<file path="src/rtl/seg7_pkg.sv">
// seg7_pkg: shared 7-segment constants (hex glyph table, blank pattern, digit index width)
package seg7_pkg;
  localparam int DIG_W = $clog2(8);
  localparam logic [6:0] SEG7_BLANK = 7'h00;
  localparam logic [6:0] SEG7_HEX [16] = '{
    7'h3F, 7'h06, 7'h5B, 7'h4F, 7'h66, 7'h6D, 7'h7D, 7'h07,
    7'h7F, 7'h6F, 7'h77, 7'h7C, 7'h39, 7'h5E, 7'h79, 7'h71
  };
endpackage

</file>
<file path="src/rtl/seg7_scan_driver_hex.sv">
// hex_to_seg7: combinational nibble to active-high {g..a} segment lookup
module hex_to_seg7
  import seg7_pkg::*;
(
  input  logic [3:0] nib,
  output logic [6:0] seg
);
  assign seg = SEG7_HEX[nib];
endmodule

</file>
<file path="src/rtl/seg7_scan_driver.sv">
// seg7_scan_driver: double-buffered hex scan of a 32-bit value onto a multiplexed 7-seg display; SEG7_LZ_BLANK_EN blanks leading zeros
module seg7_scan_driver
  import seg7_pkg::*;
#(
  parameter int SCAN_DIV       = 100000,
  parameter int NUM_DIGITS     = 8,
  parameter bit SEG_ACTIVE_LOW = 1'b1
) (
  input  logic                  clk,
  input  logic                  rst_n,
  input  logic [31:0]           value_in,
  input  logic                  load,
  output logic [NUM_DIGITS-1:0] an,
  output logic [6:0]            seg,
  output logic                  dp,
  output logic                  frame_done
);
  localparam int DW = $clog2(SCAN_DIV);
  logic [DW-1:0]         div;
  logic [DIG_W-1:0]      idx;
  logic [31:0]           shadow, disp, disp_nx;
  logic                  pending, tick, wrap, seen;
  logic [3:0]            nib;
  logic [6:0]            hex, seg_r;
  logic [NUM_DIGITS-1:0] an_r, lit;
  // idx names the digit that the next tick lights; the tick lighting digit 0 is the frame wrap
  assign tick    = div == DW'(SCAN_DIV - 1);
  assign wrap    = tick && idx == '0;
  assign disp_nx = !wrap ? disp : load ? value_in : pending ? shadow : disp;
  assign nib     = disp_nx[{idx, 2'b00} +: 4];
  hex_to_seg7 u_hex (.nib(nib), .seg(hex));
`ifdef SEG7_LZ_BLANK_EN
  // a digit stays lit if it or any higher digit is nonzero; digit 0 is always lit
  always_comb begin
    lit  = '0;
    seen = 1'b0;
    for (int i = NUM_DIGITS - 1; i >= 0; i--) begin
      seen   = seen | (disp_nx[4*i +: 4] != 4'h0) | (i == 0);
      lit[i] = seen;
    end
  end
`else
  assign seen = 1'b1;
  assign lit  = '1;
`endif
  // divider, scan position, double buffer and registered pin drive
  always_ff @(posedge clk) begin
    if (!rst_n) begin
      div        <= '0;
      idx        <= '0;
      shadow     <= '0;
      disp       <= '0;
      pending    <= 1'b0;
      frame_done <= 1'b0;
      an_r       <= '0;
      seg_r      <= SEG7_BLANK;
    end else begin
      div        <= tick ? '0 : div + 1'b1;
      disp       <= disp_nx;
      frame_done <= wrap;
      if (load) begin
        shadow  <= value_in;
        pending <= 1'b1;
      end
      if (wrap) pending <= 1'b0;
      if (tick) begin
        idx   <= idx == DIG_W'(NUM_DIGITS - 1) ? '0 : idx + 1'b1;
        an_r  <= lit[idx] ? NUM_DIGITS'(1) << idx : '0;
        seg_r <= lit[idx] ? hex : SEG7_BLANK;
      end
    end
  end
  assign an  = SEG_ACTIVE_LOW ? ~an_r : an_r;
  assign seg = SEG_ACTIVE_LOW ? ~seg_r : seg_r;
  assign dp  = SEG_ACTIVE_LOW;
endmodule
</file>
<file path="config.mk">
export PLATFORM = sky130hd
export DESIGN_NAME = seg7_scan_driver
export DESIGN_NICKNAME = d
export VERILOG_FILES = /design/src/rtl/seg7_pkg.sv /design/src/rtl/seg7_scan_driver_hex.sv /design/src/rtl/seg7_scan_driver.sv
export SDC_FILE = /design/constraint.sdc
export NUM_CORES = 1
export LEC_CHECK = 0
export CORE_MARGIN = 2
export CORE_UTILIZATION = 57
export DETAILED_ROUTE_END_ITERATION = 10
export PLACE_DENSITY = 0.82
export SLEW_MARGIN = 20
export SYNTH_ARGS = -nofsm -noshare
export SYNTH_HDL_FRONTEND = slang
export SYNTH_HIERARCHICAL = 1
export SYNTH_SLANG_ARGS = --single-unit
</file>
<file path="constraint.sdc">
create_clock -name clk -period 4.2 [get_ports clk]
set_input_delay 0.63 -clock clk [delete_from_list [all_inputs] [get_ports clk]]
set_output_delay 0.63 -clock clk [all_outputs]
set_load 0.1 [all_outputs]
</file>
# == After elaboration in Yosys (flattened, before gate mapping) ==
# Memory sizes are Yosys's and may differ from the RTL's. A register that Yosys moved wholly into a read port is not among the register bits.
# Cells that the tools add are included.
# op_classes
add_sub_neg,2
order_cmp,2
n_eq_ne,2
n_shift,2
muxes,11
n_bitwise,4
n_reduce_logical,4
# ops
cell,n
$mux W32,3
$shiftx A32 B6 Y4,1
$mux W7,3
$add A17 B1 Y17 const B,1
$eq A17 B17 Y1 const B,1
$mux W3,3
$mux W8,1
$not A8 Y8,1
$shl A1 B3 Y8 const A,1
$not A7 Y7,1
$ge A5 B5 Y1 const B,1
$not A4 Y5,1
$lt A3 B4 Y1 const B,1
$reduce_or A2 Y1,2
$add A3 B1 Y3 const B,1
$eq A3 B3 Y1 const B,1
$logic_not A3 Y1,1
$logic_and A1 B1 Y1,1
$mux W1,1
$not A1 Y1,1
# totals
regBits,101
mem_bits_ro,120
inputBits,35
output_inout_bits,17
word_cells,37
memories,2
# mem_list
memory,words,word_bits,rd,rd_clocked_by_memory_dff,wr,line_no,text
(no name shown),16,7,1,0,0,seg7_scan_driver_hex.sv:8,assign seg = SEG7_HEX[nib];
(no name shown),8,1,1,1,0,seg7_scan_driver.sv:69,seg_r <= lit[idx] ? hex : SEG7_BLANK;

# == Longest topological paths before layout ==
# Gate-level depths: netlist (run 1).
# logic_depth
depth_word,9
depth_mapped,18
mapped_depth_nobuf,14

# == Cells and area by module ==
# Netlist (run 1), hierarchy kept.
# modules_own_cells
mod,instances,cells_per_inst,area_per_inst_um2,seq_area_each_um2
seg7_scan_driver,1,569,4760.8,2021.9
hex_to_seg7,1,33,290.3,0.0

# == Worst setup path before layout (run 1) ==
# Ideal clock, no wire load.
# synth_timing
path_type,register to register
start,reg idx[0]
end,reg seg_r[3]
setup_time_ps,132
t_arrival_ps,3701
required_time_ps,4068
path_slack_ps,367
stages_incl_launch_ff,17
n_path_buf,4
period_less_slack_ps,3833
cell_sequence,dfxtp_1 > clkbuf_1 > inv_1 > ha_1 > nand2b_1 > clkbuf_1 > clkbuf_1 > clkbuf_1 > o21ai_0 > a41oi_1 > o31ai_1 > a22oi_1 > inv_1 > ha_1 > mux4_1 > nand2_1 > a21oi_1
# synth_via
elab_chain_cells,9
# synth_rtl
item,line_no,text
start: declaration,seg7_scan_driver.sv:20,logic [DIG_W-1:0] idx;
start signal: assignment,seg7_scan_driver.sv:67,idx <= idx == DIG_W'(NUM_DIGITS - 1) ? '0 : idx + 1'b1;
$logic_not A3 Y1,seg7_scan_driver.sv:28,assign wrap = tick && idx == '0;
$logic_and A1 B1 Y1,seg7_scan_driver.sv:28,
$mux W32,seg7_scan_driver.sv:29,assign disp_nx = !wrap ? disp : load ? value_in : pending ? shadow : disp;
$shiftx A32 B6 Y4 *,seg7_scan_driver.sv:30,"assign nib = disp_nx[{idx, 2'b00} +: 4];"
net nib[1],seg7_scan_driver.sv:23,logic [3:0] nib;
$not A4 Y5 (not written as such) *,seg7_scan_driver_hex.sv:8,
$mem_v2 Z16 W7 *,n/a,
$mux W7 (not written as such) * (2 in a row),seg7_scan_driver_hex.sv:8,
net hex[3],seg7_scan_driver.sv:24,"logic [6:0] hex, seg_r;"
$mux W7 *,seg7_scan_driver.sv:69,
end signal: assignment,seg7_scan_driver.sv:69,
end: declaration,seg7_scan_driver.sv:24,
# Mark *: on every way through the listed nets, which the timed path passes. The rest lies on a longest branch. The select of a mux whose other input is x is not followed.
# A chain may end at the register's enable or synchronous reset.

# == Final worst setup path (run 1) ==
# layout_timing
start,reg div[0]
end,reg seg_r[3]
# layout_via
elab_chain_cells,9
# layout_rtl
item,line_no,text
start: declaration,seg7_scan_driver.sv:19,logic [DW-1:0] div;
start signal: assignment,seg7_scan_driver.sv:58,div <= tick ? '0 : div + 1'b1;
$eq A17 B17 Y1,seg7_scan_driver.sv:27,assign tick = div == DW'(SCAN_DIV - 1);
$logic_and A1 B1 Y1,seg7_scan_driver.sv:28,
$mux W32,seg7_scan_driver.sv:29,
$shiftx A32 B6 Y4,seg7_scan_driver.sv:30,
net nib[1],seg7_scan_driver.sv:23,
$not A4 Y5 (not written as such),seg7_scan_driver_hex.sv:8,
$mem_v2 Z16 W7,n/a,
$mux W7 (not written as such) (2 in a row),seg7_scan_driver_hex.sv:8,
net hex[3],seg7_scan_driver.sv:24,
$mux W7,seg7_scan_driver.sv:69,
# The timed path passes the listed nets, and every way through them passes these cells. The select of a mux whose other input is x is not followed.

==> flow_metrics.py, run 1 <==
metrics = {
    "global_route": {
        "overflow": 0,
        "met2_usage_pct": 41.2,
        "grt_util_met1_pct": 33.8,
        "grt_max_degree": 52,
        "grt_pass1_wl_um": 20300,
        "grt_pass1_vias": 4326,
        "use_met3_pct": 4.37,
        "grtUsageTotal_pct": 25.2,
        "gr-max-usage-layer": "met2",
        "grt_antenna_before_repair": 0,
    },
    "drt": {
        "postRouteAntennaNets": 0,
        "totalWireLength_um": 11800,
        "wl_per_cell_um": 15.6,
        "firstDrtPassIters": 5,
        "drc": 0,
        "viasPerCell": 5.95,
        "drt_iter0_drc": 326,
        "vias": 4486,
    },
    "place": {
        "gp_congestion": 0.919,
        "port_buffers": 50,
        "dpl.hpwl_um": 8130,
    },
    "cts": {
        "cts_buffer_depth": 2,
        "clk_pin_slew_ps": 100,
        "cts_sinks": 101,
        "cts.root.buffer_cell": "clkbuf_8",
        "cts_tree": "done",
        "clock_latency_ps": 380,
        "htree_num_levels": 3,
        "postCtsSetupBuffers": 0,
        "cts-buffers-inserted": 9,
    },
    "worst_setup_path": {
        "critPathMaxFanout": 21,
        "rr_worst_depth": 15,
        "startpoint_type": "flip-flop",
        "cp.required_ps": 4450,
        "critPathArrivalTime_ps": 4100,
        "end_kind": "flip-flop",
        "worstSetupPathType": "flip-flop to flip-flop",
    },
    "floorplanning": {
        "initial_core_util_pct": 58.5,
        "die_h_um": 98.1,
        "die_area_mm2": 0.00963,
        "die_w_um": 98.1,
        "design.portCount": 52,
        "core_mm2": 0.00864,
        "rows": 34,
    },
    "logic_synthesis": {
        "avgSynthCellArea_um2": 8.39,
        "ys_warn_count": 6,
        "synth_seq_cells": 101,
        "async_reset_ff_share_pct": 0,
        "ys.flop_type": "dfxtp_1",
        "syn_nets": 651,
        "synth_edf_count": 0,
        "netlist_instances": 602,
        "post_synth_num_cell_types": 56,
        "syn_area_mm2": 0.00505,
        "yosysSeqAreaShare_pct": 40.0,
    },
    "layout": {
        "diodes": 0,
        "layout-area-overhead-vs-synth_pct": 16.0,
        "drive_gt1_share_pct": 8.05,
        "final_nets": 690,
    },
    "sta": {
        "worst_pin_slew_ps": 965,
        "slew_headroom_pct": 35.4,
        "hold_violations": 0,
        "fmax_mhz": 260,
        "hold-worst-slack_ps": 456,
        "rsz0062_at_grt": "false",
        "fin_crit_sh_pct": 91.5,
        "setup_tns_ps": 0,
        "skew_ps": 19.5,
        "finalSetupViolCount": 0,
        "period_needed_ps": 3840,
        "slew_violations": 0,
    },
    "flow_run": {
        "maxCapViolations": 0,
    },
    "pwr": {
        "switching_share_pct": 25.9,
        "power_density_mw_per_mm2": 292,
        "irDropWorstVdd_v": 0.000225,
        "leakagePower_nw": 2.20,
        "pwr-share-comb_pct": 7.4,
        "p_int_mw": 1.27,
        "p_switching_mw": 0.443,
        "seqPwrFrac_pct": 58.0,
        "p_clk_share_pct": 34.6,
    },
    "min_path": {
        "hold_path.class": "flip-flop to flip-flop",
        "hold_depth": 2,
    },
    "outcome": {
        "outcome": "finished clean",
    },
}
area by class of cell:
cell class | count | area [µm²]
Multi-Input combinational cell | 426 | 2740
Tap cell | 108 | 135
Timing Repair Buffer | 73 | 668
Clock inverter | 6 | 53.8
Fill cell | 712 | 2780
Clock buffer | 10 | 128
Inverter | 30 | 113
Sequential cell | 101 | 2020
path summary, 6_finish.rpt:
kind | start | end | slack, ps
max reg2reg | div[0]$_SDFF_PP0_ | seg_r[3]$_SDFFE_PN0N_ | 360
min reg2reg | an_r[4]$_SDFFE_PN0N_ | an_r[4]$_SDFFE_PN0N_ | 460
max | div[0]$_SDFF_PP0_ | seg_r[3]$_SDFFE_PN0N_ | 360
min | an_r[4]$_SDFFE_PN0N_ | an_r[4]$_SDFFE_PN0N_ | 460
per-layer routing:
layer,vias up,wire [µm]
met5,-,0
met4,0,196
met3,23,703
met2,173,5570
met1,2088,5280
li1,2202,-
flip-flops by register name, summed over array words and instances, names as in the netlist:
signal and count:
disp 32, shadow 32, div 17, an_r 8, seg_r 7, idx 3, frame_done 1, pending 1
worst max-delay path, stage by stage (launching register included):
cell and delay [ps]:
dfxtp_1 400, ha_1 240, nand4_1 270, nor4_4 340, buf_4 260, nand2_1 70, buf_4 210, a221oi_1 370
mux4_2 320, a22oi_1 120, inv_1 180, ha_1 250, inv_1 60, mux4_1 470, nand2_1 80, a21oi_1 60
power by group through the flow:
stage                     logic, mW  registers, mW  clock network (mW)
final                         0.127          0.991               0.591
after global placement        0.124           1.01                   0
after CTS                     0.127          0.991               0.605
after floorplan              0.0723           1.01                   0
after global routing          0.138          0.994               0.643
after detailed placement      0.126           1.01                   0
cell families (layout without fill, tap and decap cells):
group,Yosys count,count (layout),share of synthesized area [%]
AND/OR/NAND/NOR,237,237,21.7
AO/OA/AOI/OAI,122,122,17.6
flip-flops,101,101,40.0
buffers and inverters,75,119,5.99
multiplexers,38,38,8.74
adder cells (fa/ha/maj),14,14,3.47
XOR/XNOR,14,14,2.43
other,1,1,0.0742
repair_timing:
action                     4_1_cts  5_1_grt
gates resized for setup          0        1
setup endpoints to repair        0        2
hold buffers                     0        0
cell usage in the layout (no fill, tap or decap), types with 6 or more instances in the layout:
master	Yosys	layout
a221oi_1	12	12
nand3_1	19	19
and2_1	8	7
dfxtp_1	101	101
a32oi_1	6	6
nand4_1	10	10
nor3_1	8	8
o31ai_1	20	20
clkbuf_8	0	9
a21oi_1	26	26
inv_1	29	29
nand2_1	74	74
xor2_1	11	11
ha_1	14	14
buf_4	3	23
a31oi_1	7	7
a41oi_1	9	9
clkdlybuf4s50_1	0	49
o221ai_1	6	6
mux2i_1	31	31
o21ai_0	7	7
nor2_1	87	87
nand2b_1	8	8
a21o_1	6	6
metrics by stage:
stage	cells	utilization, %	total power [mW]	setup slack, ps	instance area [µm²]
final	754	67.8	1.71	357	5860
after floorplan	602	-	1.08	367	5050
after global routing	754	67.8	1.77	101	5860
after CTS	754	67.8	1.72	198	5860
after global placement	738	65.7	1.14	395	5680
after detailed placement	738	65.7	1.14	260	5680
Yosys cell counts, drive strengths merged (2+ instances only):
| master | count | area, µm² |
|---|---|---|
| a211oi | 3 | 22.5 |
| a21o | 6 | 45.0 |
| a21oi | 26 | 130 |
| a221o | 5 | 50.1 |
| a221oi | 12 | 105 |
| a22o | 3 | 26.3 |
| a22oi | 3 | 22.5 |
| a31oi | 7 | 43.8 |
| a32oi | 6 | 52.6 |
| a41oi | 9 | 78.8 |
| and2 | 9 | 56.3 |
| and3 | 5 | 31.3 |
| buf | 7 | 47.5 |
| clkbuf | 38 | 143 |
| dfxtp | 101 | 2020 |
| ha | 14 | 175 |
| inv | 30 | 113 |
| mux2 | 3 | 37.5 |
| mux2i | 31 | 310 |
| mux4 | 4 | 93.8 |
| nand2 | 74 | 278 |
| nand2b | 8 | 50.1 |
| nand3 | 19 | 95.1 |
| nand4 | 10 | 62.6 |
| nand4bb | 2 | 22.5 |
| nor2 | 87 | 327 |
| nor2b | 3 | 18.8 |
| nor3 | 8 | 40.0 |
| nor4 | 3 | 33.8 |
| nor4bb | 2 | 20.0 |
| o21ai | 7 | 35.0 |
| o221ai | 6 | 52.6 |
| o22a | 3 | 26.3 |
| o22ai | 3 | 18.8 |
| o31ai | 20 | 150 |
| xnor2 | 3 | 26.3 |
| xor2 | 11 | 96.3 |
Note: power is estimated with default switching activity, not from simulation.
==> run 2, diff against run 1 <==
--- a/config.mk
+++ b/config.mk
@@ -8,6 +8,7 @@
 export CORE_MARGIN = 2
 export CORE_UTILIZATION = 57
 export DETAILED_ROUTE_END_ITERATION = 10
+export GPL_TIMING_DRIVEN = 0
 export PLACE_DENSITY = 0.82
 export SLEW_MARGIN = 20
 export SYNTH_ARGS = -nofsm -noshare
==> run 2 against run 1 <==
- worst hold slack better by 1.6 ps
- utilization up 1.0 points
- routed wire length up 13%
- critical path depth up 1
- sequential cell count unchanged
- count of clock-buffer cells in the layout unchanged
- critical path type unchanged
- largest cell class unchanged
==> flow_metrics.py, run 2 (synthesis results as in run 1) <==
metrics = {
    "sta": {
        "fmax_mhz": 245,
        "worst_pin_slew_ps": 972,
        "slew_headroom_pct": 35.0,
        "skew_ps": 11.0,
        "hold_violations": 0,
        "finalSetupViolCount": 0,
        "slew_violations": 0,
        "setup_tns_ps": 0,
        "timing.final.ws_setup_ps": 121,
        "period_needed_ps": 4080,
        "fin_crit_sh_pct": 97.1,
        "rsz0062_at_grt": "false",
    },
    "layout": {
        "fin_util_pct": 68.9,
        "final_cell_area_mm2": 0.00595,
        "layout-area-overhead-vs-synth_pct": 17.8,
        "final_common_cell": "dfxtp_1",
        "nFillCells": 728,
        "reg_top3": "disp x32, shadow x32, div x17",
        "drive_gt1_share_pct": 8.33,
        "layout_common_cells": "100 x dfxtp_1, 87 x nor2_1, 74 x nand2_1",
        "regArea_mm2": 0.00202,
        "diodes": 0,
        "multiInputGateArea_mm2": 0.00277,
        "final_nets": 717,
    },
    "worst_setup_path": {
        "critPathArrivalTime_ps": 4320,
        "worstSetupPathType": "flip-flop to flip-flop",
        "rrSetupSlack_ps": 120,
        "cp.required_ps": 4440,
        "rr_worst_depth": 16,
        "r2r-start": "idx[0]$_SDFFE_PN0N_",
        "critPathMaxFanout": 10,
        "r2r_end": "seg_r[3]$_SDFFE_PN0N_",
        "critPathLaunch": "idx[0]$_SDFFE_PN0N_",
        "startpoint_type": "flip-flop",
        "end_kind": "flip-flop",
    },
    "floorplanning": {
        "initial_core_util_pct": 58.5,
        "design.portCount": 52,
        "core_mm2": 0.00864,
        "die_area_mm2": 0.00963,
        "rows": 34,
        "die_w_um": 98.1,
        "die_h_um": 98.1,
    },
    "cts": {
        "clock_latency_ps": 370,
        "cts_tree": "done",
        "cts_buffer_depth": 2,
        "htree_num_levels": 3,
        "cts.root.buffer_cell": "clkbuf_8",
        "clk_pin_slew_ps": 100,
        "cts-buffers-inserted": 9,
        "cts_sinks": 101,
    },
    "global_route": {
        "grtUsageTotal_pct": 27.7,
        "grt_antenna_before_repair": 0,
        "overflow": 0,
        "grt_pass1_vias": 4556,
        "grt_pass1_wl_um": 21700,
        "grt_max_degree": 17,
    },
    "min_path": {
        "hold_depth": 2,
        "hold_path.class": "flip-flop to flip-flop",
        "whs_endpoint": "seg_r[3]$_SDFFE_PN0N_",
        "hold_start": "seg_r[3]$_SDFFE_PN0N_",
    },
    "flow_run": {
        "maxCapViolations": 0,
    },
    "drt": {
        "firstDrtPassIters": 5,
        "drt_iter0_drc": 292,
        "wl_per_cell_um": 17.0,
        "viasPerCell": 6.06,
        "drc": 0,
        "postRouteAntennaNets": 0,
        "totalWireLength_um": 13200,
        "vias": 4729,
    },
    "pwr": {
        "leakagePower_nw": 2.23,
        "power_density_mw_per_mm2": 283,
        "power_mw": 1.69,
        "irDropWorstVdd_v": 0.000219,
    },
    "place": {
        "dpl.hpwl_um": 9460,
        "dp_worst_setup_slack_ps": -872,
        "gp_congestion": 0.951,
        "place_area_mm2": 0.00569,
        "port_buffers": 50,
    },
    "outcome": {
        "outcome": "finished clean",
    },
}
run 2: critical path, cell delays in order, from the launching register on:
cell and delay (ps):
dfxtp_1 380, buf_2 220, inv_4 130, ha_2 220, nor2b_4 170, and2_0 130
clkbuf_2 200, and2_1 180, buf_4 200, a221oi_1 140, mux4_2 560, a22oi_2 300
inv_1 150, ha_1 340, mux4_1 490, nand2_1 80, a21oi_1 60
run 2: worst max path at each step:
stage,cells past startpoint,to,slack [ps]
6_report,16,seg_r[3]$_SDFFE_PN0N_,120
5_1_grt,13,seg_r[3]$_SDFFE_PN0N_,8
4_1_cts,16,seg_r[3]$_SDFFE_PN0N_,20
3_5_place_dp,16,seg_r[3]$_SDFFE_PN0N_,-870
3_3_place_gp,16,seg_r[3]$_SDFFE_PN0N_,-800
2_1_floorplan,16,seg_r[3]$_SDFFE_PN0N_,370
run 2: layer usage:
| metal | share of wire, % | track usage [%] | up-vias | wire, µm |
|---|---|---|---|---|
| li1 | - | - | 2254 | - |
| met1 | 42 | 36.6 | 2202 | 5600 |
| met2 | 47 | 44.9 | 236 | 6230 |
| met3 | 8.0 | 5.87 | 37 | 1060 |
| met4 | 2.6 | 10.3 | 0 | 345 |
| met5 | 0 | 0 | - | 0 |
run 2: repair_timing:
item	4_1_cts	5_1_grt
pin swaps	2	3
gates resized for setup	12	17
hold buffers	0	0
endpoints found under the setup margin	7	6
buffers inserted	3	3
run 2: area by class of cell:
| cell class | count | share of cell area, % |
|---|---|---|
| multi-input combinational | 426 | 46.5 |
| clock buffer | 10 | 2.15 |
| inverter | 30 | 1.93 |
| tap | 108 | 2.27 |
| timing repair buffer | 56 | 9.17 |
| buffer | 44 | 3.36 |
| sequential | 101 | 34.0 |
| clock inverter | 5 | 0.631 |
run 2: stage by stage:
step | hold WS (ps) | std cells
2_1_floorplan | 426 | 602
3_3_place_gp | 438 | 760
3_5_place_dp | 444 | 760
4_1_cts | 457 | 777
5_1_grt | 481 | 780
6_report | 457 | 780
run 2: report_power, final:
group          internal (mW)  total [mW]  leakage (nW)  switching, mW
clock                  0.215       0.559        0.0787          0.344
sequential             0.978       0.991         0.821         0.0126
combinational         0.0602       0.137          1.33         0.0763
total                   1.25        1.69          2.23          0.433
